### config.mk
export PLATFORM = sky130hd
export DESIGN_NAME = intern_sync_multi
export DESIGN_NICKNAME = d
export VERILOG_FILES = /design/src/rtl/intern_sync_pkg.sv /design/src/rtl/intern_sync_ch.sv /design/src/rtl/intern_sync_multi.sv
export SDC_FILE = /design/constraint.sdc
export NUM_CORES = 1
export LEC_CHECK = 0
export CAP_MARGIN = 0
export CORE_AREA = 2 2 49 51
export CTS_BUF_LIST = sky130_fd_sc_hd__clkbuf_4
export DETAILED_ROUTE_END_ITERATION = 6
export DIE_AREA = 0 0 51 53
export HOLD_SLACK_MARGIN = 0.08
export PLACE_DENSITY = 0.82
export SETUP_SLACK_MARGIN = 0.4
export SLEW_MARGIN = 10
export SYNTH_ARGS = -nofsm -noshare
export SYNTH_HDL_FRONTEND = slang
export SYNTH_SLANG_ARGS = --single-unit
### constraint.sdc
create_clock -name clk -period 1.73 [get_ports clk]
set_clock_uncertainty 0.1 [all_clocks]
set_input_delay 0.346 -clock clk [delete_from_list [all_inputs] [get_ports clk]]
set_output_delay 0.346 -clock clk [all_outputs]
set_load 0.005 [all_outputs]
### src/rtl/intern_sync_pkg.sv
// Shared types for the multi-channel internal reconfiguration synchroniser.
// Optional forced-ack timeout is enabled with macro INTERN_SYNC_TIMEOUT_EN.
package intern_sync_pkg;

    typedef enum logic [1:0] {
        ST_IDLE  = 2'd0,
        ST_DRAIN = 2'd1,
        ST_ACK   = 2'd2
    } state_t;

    // Bits needed to hold the values 0..max_count inclusive.
    function automatic int cnt_width(input int max_count);
        return (max_count < 1) ? 1 : $clog2(max_count + 1);
    endfunction

endpackage

### src/rtl/intern_sync_ch.sv
// One reconfiguration channel: request/drain/ack FSM plus idle-run counter.
// Optional forced-ack timeout is enabled with macro INTERN_SYNC_TIMEOUT_EN.
module intern_sync_ch
    import intern_sync_pkg::*;
#(
    parameter int IDLE_CYCLES    = 2,
    parameter int TIMEOUT_CYCLES = 1024
) (
    input  logic clk,
    input  logic rstn,
    input  logic i_reqn,
    input  logic i_is_idle,
    output logic o_ackn,
    output logic o_drain,
    output logic o_timeout
);

    localparam int IW = cnt_width(IDLE_CYCLES);
    localparam logic [IW-1:0] IDLE_TGT = IW'(IDLE_CYCLES);

    if (IDLE_CYCLES < 1 || TIMEOUT_CYCLES < 1) begin : g_bad_param
        $error("intern_sync_ch: IDLE_CYCLES and TIMEOUT_CYCLES must be >= 1");
    end

    state_t          r_state;
    state_t          w_state_next;
    logic [IW-1:0]   r_idle_cnt;
    logic [IW-1:0]   w_idle_cnt_next;
    logic [IW-1:0]   w_idle_cnt_inc;
    logic            r_ackn;
    logic            r_drain;
    logic            w_ackn_next;
    logic            w_drain_next;

`ifdef INTERN_SYNC_TIMEOUT_EN
    localparam int TW = cnt_width(TIMEOUT_CYCLES);
    localparam logic [TW-1:0] TMO_TGT = TW'(TIMEOUT_CYCLES);

    logic [TW-1:0]   r_tmo_cnt;
    logic [TW-1:0]   w_tmo_cnt_next;
    logic            r_timeout;
    logic            w_timeout_next;
`endif

    // Saturating increment: the counter never wraps back below the target.
    assign w_idle_cnt_inc = (r_idle_cnt == IDLE_TGT) ? r_idle_cnt : r_idle_cnt + IW'(1);

    always_comb begin
        w_state_next    = r_state;
        w_idle_cnt_next = r_idle_cnt;
`ifdef INTERN_SYNC_TIMEOUT_EN
        w_tmo_cnt_next  = r_tmo_cnt;
        w_timeout_next  = r_timeout;
`endif
        case (r_state)
            ST_IDLE: begin
                if (!i_reqn) begin
                    w_state_next    = ST_DRAIN;
                    w_idle_cnt_next = '0;
`ifdef INTERN_SYNC_TIMEOUT_EN
                    w_tmo_cnt_next  = '0;
                    w_timeout_next  = 1'b0;
`endif
                end
            end
            ST_DRAIN: begin
                w_idle_cnt_next = i_is_idle ? w_idle_cnt_inc : '0;
`ifdef INTERN_SYNC_TIMEOUT_EN
                w_tmo_cnt_next  = (r_tmo_cnt == TMO_TGT) ? r_tmo_cnt : r_tmo_cnt + TW'(1);
`endif
                // Abort outranks completion, which outranks the timeout.
                if (i_reqn) begin
                    w_state_next = ST_IDLE;
                end else if (w_idle_cnt_next == IDLE_TGT) begin
                    w_state_next = ST_ACK;
`ifdef INTERN_SYNC_TIMEOUT_EN
                end else if (w_tmo_cnt_next == TMO_TGT) begin
                    w_state_next   = ST_ACK;
                    w_timeout_next = 1'b1;
`endif
                end
            end
            ST_ACK: begin
                if (i_reqn) begin
                    w_state_next = ST_IDLE;
                end
            end
            default: begin
                w_state_next = ST_IDLE;
            end
        endcase
    end

    // Outputs are registered copies decoded from the next state.
    assign w_ackn_next  = (w_state_next != ST_ACK);
    assign w_drain_next = (w_state_next != ST_IDLE);

    always_ff @(posedge clk) begin
        if (!rstn) begin
            r_state    <= ST_IDLE;
            r_idle_cnt <= '0;
            r_ackn     <= 1'b1;
            r_drain    <= 1'b0;
`ifdef INTERN_SYNC_TIMEOUT_EN
            r_tmo_cnt  <= '0;
            r_timeout  <= 1'b0;
`endif
        end else begin
            r_state    <= w_state_next;
            r_idle_cnt <= w_idle_cnt_next;
            r_ackn     <= w_ackn_next;
            r_drain    <= w_drain_next;
`ifdef INTERN_SYNC_TIMEOUT_EN
            r_tmo_cnt  <= w_tmo_cnt_next;
            r_timeout  <= w_timeout_next;
`endif
        end
    end

    assign o_ackn  = r_ackn;
    assign o_drain = r_drain;
`ifdef INTERN_SYNC_TIMEOUT_EN
    assign o_timeout = r_timeout;
`else
    assign o_timeout = 1'b0;
`endif

endmodule

### src/rtl/intern_sync_multi.sv
// NUM_CH independent reconfiguration synchronisers, one per region.
// Optional forced-ack timeout is enabled with macro INTERN_SYNC_TIMEOUT_EN.
module intern_sync_multi
    import intern_sync_pkg::*;
#(
    parameter int NUM_CH         = 4,
    parameter int IDLE_CYCLES    = 2,
    parameter int TIMEOUT_CYCLES = 1024
) (
    input  logic              clk,
    input  logic              rstn,
    input  logic [NUM_CH-1:0] rc_reqn,
    input  logic [NUM_CH-1:0] rc_is_idle,
    output logic [NUM_CH-1:0] rc_ackn,
    output logic [NUM_CH-1:0] rc_drain,
    output logic [NUM_CH-1:0] rc_timeout
);

    if (NUM_CH < 1) begin : g_bad_param
        $error("intern_sync_multi: NUM_CH must be >= 1");
    end

    for (genvar gi = 0; gi < NUM_CH; gi++) begin : g_ch
        intern_sync_ch #(
            .IDLE_CYCLES    (IDLE_CYCLES),
            .TIMEOUT_CYCLES (TIMEOUT_CYCLES)
        ) u_ch (
            .clk       (clk),
            .rstn      (rstn),
            .i_reqn    (rc_reqn[gi]),
            .i_is_idle (rc_is_idle[gi]),
            .o_ackn    (rc_ackn[gi]),
            .o_drain   (rc_drain[gi]),
            .o_timeout (rc_timeout[gi])
        );
    end

endmodule

After elaboration in Yosys (flattened, before gate mapping)
Index checks and enable logic that the tools add are counted.
- flip-flop bits (word level): 24
- input bits: 10
- output and inout port bits: 12
- word-level logic and storage cells: 96
- add/sub/neg operators: 4
- eq/ne operators: 24
- mux-type cells: 36
- reductions and logical operators: 16
- operators with widths (kind ; number):
    2-bit two-way mux ; 28
    2-bit == test (second input constant) ; 12
    2-bit case mux with 3 select lines ; 4
    2-bit inequality test (second input constant) ; 8
    2-bit case mux with 2 select lines ; 4
    2-bit nonzero test ; 8
    2-bit by 1-bit adder with 2-bit output (second input constant) ; 4
    2-bit by 1-bit == test with 1-bit output (second input constant) ; 4
    2-bit logical NOT ; 4
    2-bit AND reduction ; 4

Longest topological paths before layout
- word-level depth: 8
- gate-level depth with buffers: 5
- depth with buffers taken out: 5

Hierarchy
A second synthesis with hierarchy kept.
- cells, all modules: 112
- area, all modules: 1021.0 sq um
- by module, submodules not included (module ; instances ; cells an instance ; area an instance (sq um) ; seq. area each (sq um)):
    intern_sync_ch ; 4 ; 28 ; 255.2 ; 120.1

Worst setup path after synthesis
OpenSTA, ideal clock, no wires.
- path kind: flip-flop to flip-flop
- from: register g_ch[1].u_ch.r_idle_cnt[0]
- to: register g_ch[1].u_ch.r_state[1]
- setup time: 115 ps
- data arrival time: 1024 ps
- required time: 1515 ps
- setup slack: 491 ps
- stages on the path, launching flop included: 5
- buffers on the path: 0
- clock period less this slack: 1239 ps
- path through: dfxtp_1 -> inv_1 -> ha_1 -> a41o_1 -> and2_1
- word-level cells in the longest chain between the ends: 7
- elaborated cells between the ends (all ways): 8
- those cells by class: add/sub (1); eq/ne (2); mux (5)
- ends and longest elaborated chain (item ; line ; RTL):
    from (decl) ; intern_sync_ch.sv:27 ; logic [IW-1:0] r_idle_cnt;
    from (signal assigned) ; intern_sync_ch.sv:110 ; r_idle_cnt <= w_idle_cnt_next;
    2-bit by 1-bit adder with 2-bit output / 2-bit == test (equally long branches) ; intern_sync_ch.sv:46 ; assign w_idle_cnt_inc = (r_idle_cnt == IDLE_TGT) ? r_idle_cnt : r_idle_cnt + IW'(1);
    2-bit two-way mux * ; intern_sync_ch.sv:46 ;
    2-bit two-way mux * ; intern_sync_ch.sv:67 ; w_idle_cnt_next = i_is_idle ? w_idle_cnt_inc : '0;
    2-bit == test * ; intern_sync_ch.sv:74 ; end else if (w_idle_cnt_next == IDLE_TGT) begin
    2-bit two-way mux * ; intern_sync_ch.sv:74 ;
    2-bit two-way mux * ; intern_sync_ch.sv:72 ; if (i_reqn) begin
    2-bit case mux with 3 select lines * ; intern_sync_ch.sv:55 ; case (r_state)
    to (signal assigned) ; intern_sync_ch.sv:109 ; r_state <= w_state_next;
    to (decl) ; intern_sync_ch.sv:25 ; state_t r_state;
Mark *: on every way between the ends. The rest lies on a longest branch, timed or not.
A chain may end at the register's enable or synchronous reset.

Final worst setup path
- from: register g_ch[2].u_ch.r_idle_cnt[0]
- to: register g_ch[2].u_ch.r_state[1]
- word-level cells in the longest chain between the ends: 7
- elaborated cells between the ends (all ways): 8
- those cells by class: add/sub (1); eq/ne (2); mux (5)
- ends and longest elaborated chain (item ; line):
    from (decl) ; intern_sync_ch.sv:27
    from (signal assigned) ; intern_sync_ch.sv:110
    2-bit by 1-bit adder with 2-bit output / 2-bit == test (equally long branches) ; intern_sync_ch.sv:46
    2-bit two-way mux * ; intern_sync_ch.sv:46
    2-bit two-way mux * ; intern_sync_ch.sv:67
    2-bit == test * ; intern_sync_ch.sv:74
    2-bit two-way mux * ; intern_sync_ch.sv:74
    2-bit two-way mux * ; intern_sync_ch.sv:72
    2-bit case mux with 3 select lines * ; intern_sync_ch.sv:55
    to (signal assigned) ; intern_sync_ch.sv:109
    to (decl) ; intern_sync_ch.sv:25
Marked as above.

==> parameters.txt <==
Parameter                              Value

Global routing
  Global-route usage over all layers ... 14.1%
  Global-route wire length before repair ... 2.74 mm
  Antenna violations before repair ... 0
  Total grt overflow ... 0
  Via count of the first global-routing pass ... 691
  Pin count of the biggest net entering global routing ... 15

Finish
  Final design instance area without fill ... 1260 sq um
  Nets ... 129
  Fillcell total ... between 150 and 200
  Leading cell type in the layout, fill and taps excluded ... dfxtp_1
  Highest-count cells in the layout ignoring fill and taps ... dfxtp_1 (17), inv_1 (12), clkdlybuf4s50_1 (9)
  Area added between synthesis and finish ... 21.2%
  Share of cells above drive strength 1 ... 26.3%
  Number of inserted diodes ... 0

Power
  Pwr dens ... approximately 840 nW/um^2
  Maximum vdd ir drop ... 0.424 mV
  P_leak ... 0.549 nW

Worst setup path
  Crit Path Class ... register to register
  Capturing element type of the critical path ... register
  Crit path launch type ... register
  Max Fanout on Critical Path ... 2
  CP Data Arrival Time ... ~1500 ps
  WP data required ... roughly 1900 ps

Place
  Routability Congestion ... 0.682
  Number of buffer cells added on primary ports ... 17
  Dpl cell area ... around 1200 sq um
  Post-DP HPWL ... approximately 1.3 mm

STA
  Final critical-path share of the clock period ... between 70% and 80%
  Final TNS setup ... 0 ps
  Setup repair after global routing missed its margin ... yes
  Tmin final ... ~1300 ps
  Tightest hold margin ... 402 ps
  Final-report setup violation count ... 0
  Max-slew violations ... 0
  Count of endpoints failing hold in the final timing report ... 0
  Peak clock frequency supported by timing ... ~760 MHz

Clock network
  CTS H-tree depth ... 1
  Number of buffers inserted to repair setup after CTS ... 0
  Post-CTS clock slew at the launch and capture registers of the worst setup and hold paths ... 120 ps
  CTS root buffer ... clkbuf_4
  Hold_buf cts ... 0
  CTS tree ... built
  Longest Clk Path Bufs ... 2
  Clock Latency Late Sink ... around 320 ps
  Total clock sinks ... 24
  Number of buffers added by the clock tree synthesis step ... 3

Routing
  Starting DRT DRC Count ... 5
  Via total after detailed routing ... between 700 and 800
  Number of detailed-routing iterations run before antenna repair ... 4
  Routed wire length ... ~1.8 mm
  Vias per std cell ... 5.13
  Routed len/inst ... between 10 and 15 um
  Number of design rule violations left after detail routing ... 0
  Number of nets with antenna violations after detailed routing ... 0

Synth
  Post-synth EDFFs ... 0
  Count of state elements after synthesis ... 24
  Share of the synthesized area in the top cell type ... 46.1%
  Biggest area contributors in the synthesized netlist ... dfxtp_1 (46%), buf_4 (8.6%), ha_1 (4.8%), inv_1 (4.7%), a32o_2 (4.3%)
  Post-synthesis instance area ... 1040 sq um
  Mapped Cells ... 101
  Share of synthesized area occupied by flip-flops and latches ... ~46%
  Mean cell area of the mapped netlist ... between 10 and 15 sq um
  Synth Flop Type ... dfxtp_1
  Number of library cell types mapped by synthesis ... 26
  Number of warnings issued by yosys ... 0
  Area leader, netlist ... dfxtp_1
  Post-synthesis async set-or-reset flop share ... 0%

Die
  Effective utilization at floorplan ... 48.5%
  Die width ... 51 um
  Number of top-level pins ... 22
  Floorplan row count ... 17
  Core footprint ... between 2000 and 2500 sq um
  Vertical extent of the die ... around 53 um
  Die area ... 2700 sq um

Worst hold path
  Class of the worst hold path ... register to register

Run
  Max-cap viol count ... 0

Run status
  Outcome ... completed
synth_stat cells (all sizes together) (2+ instances only):
master  number
dfxtp       24
buf         13
a21o         4
a32o         8
and4b        3
inv         13
nand2        2
nor3         2
nand4b       2
nand2b       7
nor2b        3
nor2         2
a21oi        4
nor3b        3
mux2i        2
ha           4
final timing paths:
path              cells after the start                       start                      end  slack (ps)
setup / recovery                      5  g_ch[2].u_ch.r_idle_cnt[0]  g_ch[2].u_ch.r_state[1]         420
hold / removal                        1     g_ch[3].u_ch.r_state[0]     g_ch[3].u_ch.o_drain         400
setup reg to reg                      5  g_ch[2].u_ch.r_idle_cnt[0]  g_ch[2].u_ch.r_state[1]         420
hold reg to reg                       1     g_ch[3].u_ch.r_state[0]     g_ch[3].u_ch.o_drain         400
worst max-delay path, cell delays in order (launching register included):
cell and delay [ps]:
dfxtp_1 360, inv_1 80, ha_4 260, nand4b_1 120
mux2i_1 190, nor2b_2 160
registers in the layout, summed over array words and instances, names as in the netlist:
name / cells
g_ch.u_ch.r_idle_cnt: 8
g_ch.u_ch.r_state: 8
g_ch.u_ch.o_ackn: 4
g_ch.u_ch.o_drain: 4
report_power, final:
| group | switching, mW | internal [mW] | total, mW | leakage (nW) |
|---|---|---|---|---|
| clock | 0.167 | 0.234 | 0.401 | 0.0279 |
| sequential | 0.00859 | 0.567 | 0.576 | 0.197 |
| combinational | 0.0379 | 0.0506 | 0.0885 | 0.324 |
| total | 0.213 | 0.852 | 1.07 | 0.549 |
final cells by class:
| type | count | area (sq um) | share of cell area, % |
|---|---|---|---|
| multi-input combinational | 54 | 468 | 37.0 |
| inverter | 13 | 48.8 | 3.86 |
| tap | 28 | 35.0 | 2.77 |
| clock buffer | 3 | 22.5 | 1.78 |
| timing repair buffer | 19 | 170 | 13.5 |
| clock inverter | 1 | 30.0 | 2.38 |
| sequential | 24 | 489 | 38.7 |
metal layers:
layer / track usage (%) / up-vias / share of wire [%]
li1: - / 363 / -
met1: 13.4 / 344 / 41
met2: 26.6 / 16 / 53
met3: 2.54 / 5 / 2.8
met4: 10.8 / 0 / 2.9
met5: 0 / - / 0
cell families (layout without fill, tap and decap cells):
| kind of cell | after synthesis | after routing | share of synthesized area [%] |
|---|---|---|---|
| compound gates | 19 | 19 | 16.0 |
| other cells | 1 | 4 | 0.360 |
| flops | 24 | 24 | 46.1 |
| buf+inv | 26 | 36 | 14.4 |
| mux | 2 | 2 | 1.92 |
| fa+ha+maj | 4 | 4 | 4.80 |
| simple gates | 25 | 25 | 16.4 |
timing repair:
item | in CTS | in global routing
hold endpoints to repair | 0 | 0
resized for setup | 13 | 19
pin swaps | 0 | 1
endpoints found under the setup margin | 9 | 14
metrics by stage:
stage	util, %	power, mW	instances	setup WS (ps)
final	58.8	1.07	142	417
after floorplan	-	0.641	104	491
after detailed placement	54.6	0.672	138	116
after global placement	54.6	0.667	138	147
after global routing	58.8	1.10	142	320
after CTS	56.8	1.06	142	370
(Power assumes the default switching activity.)
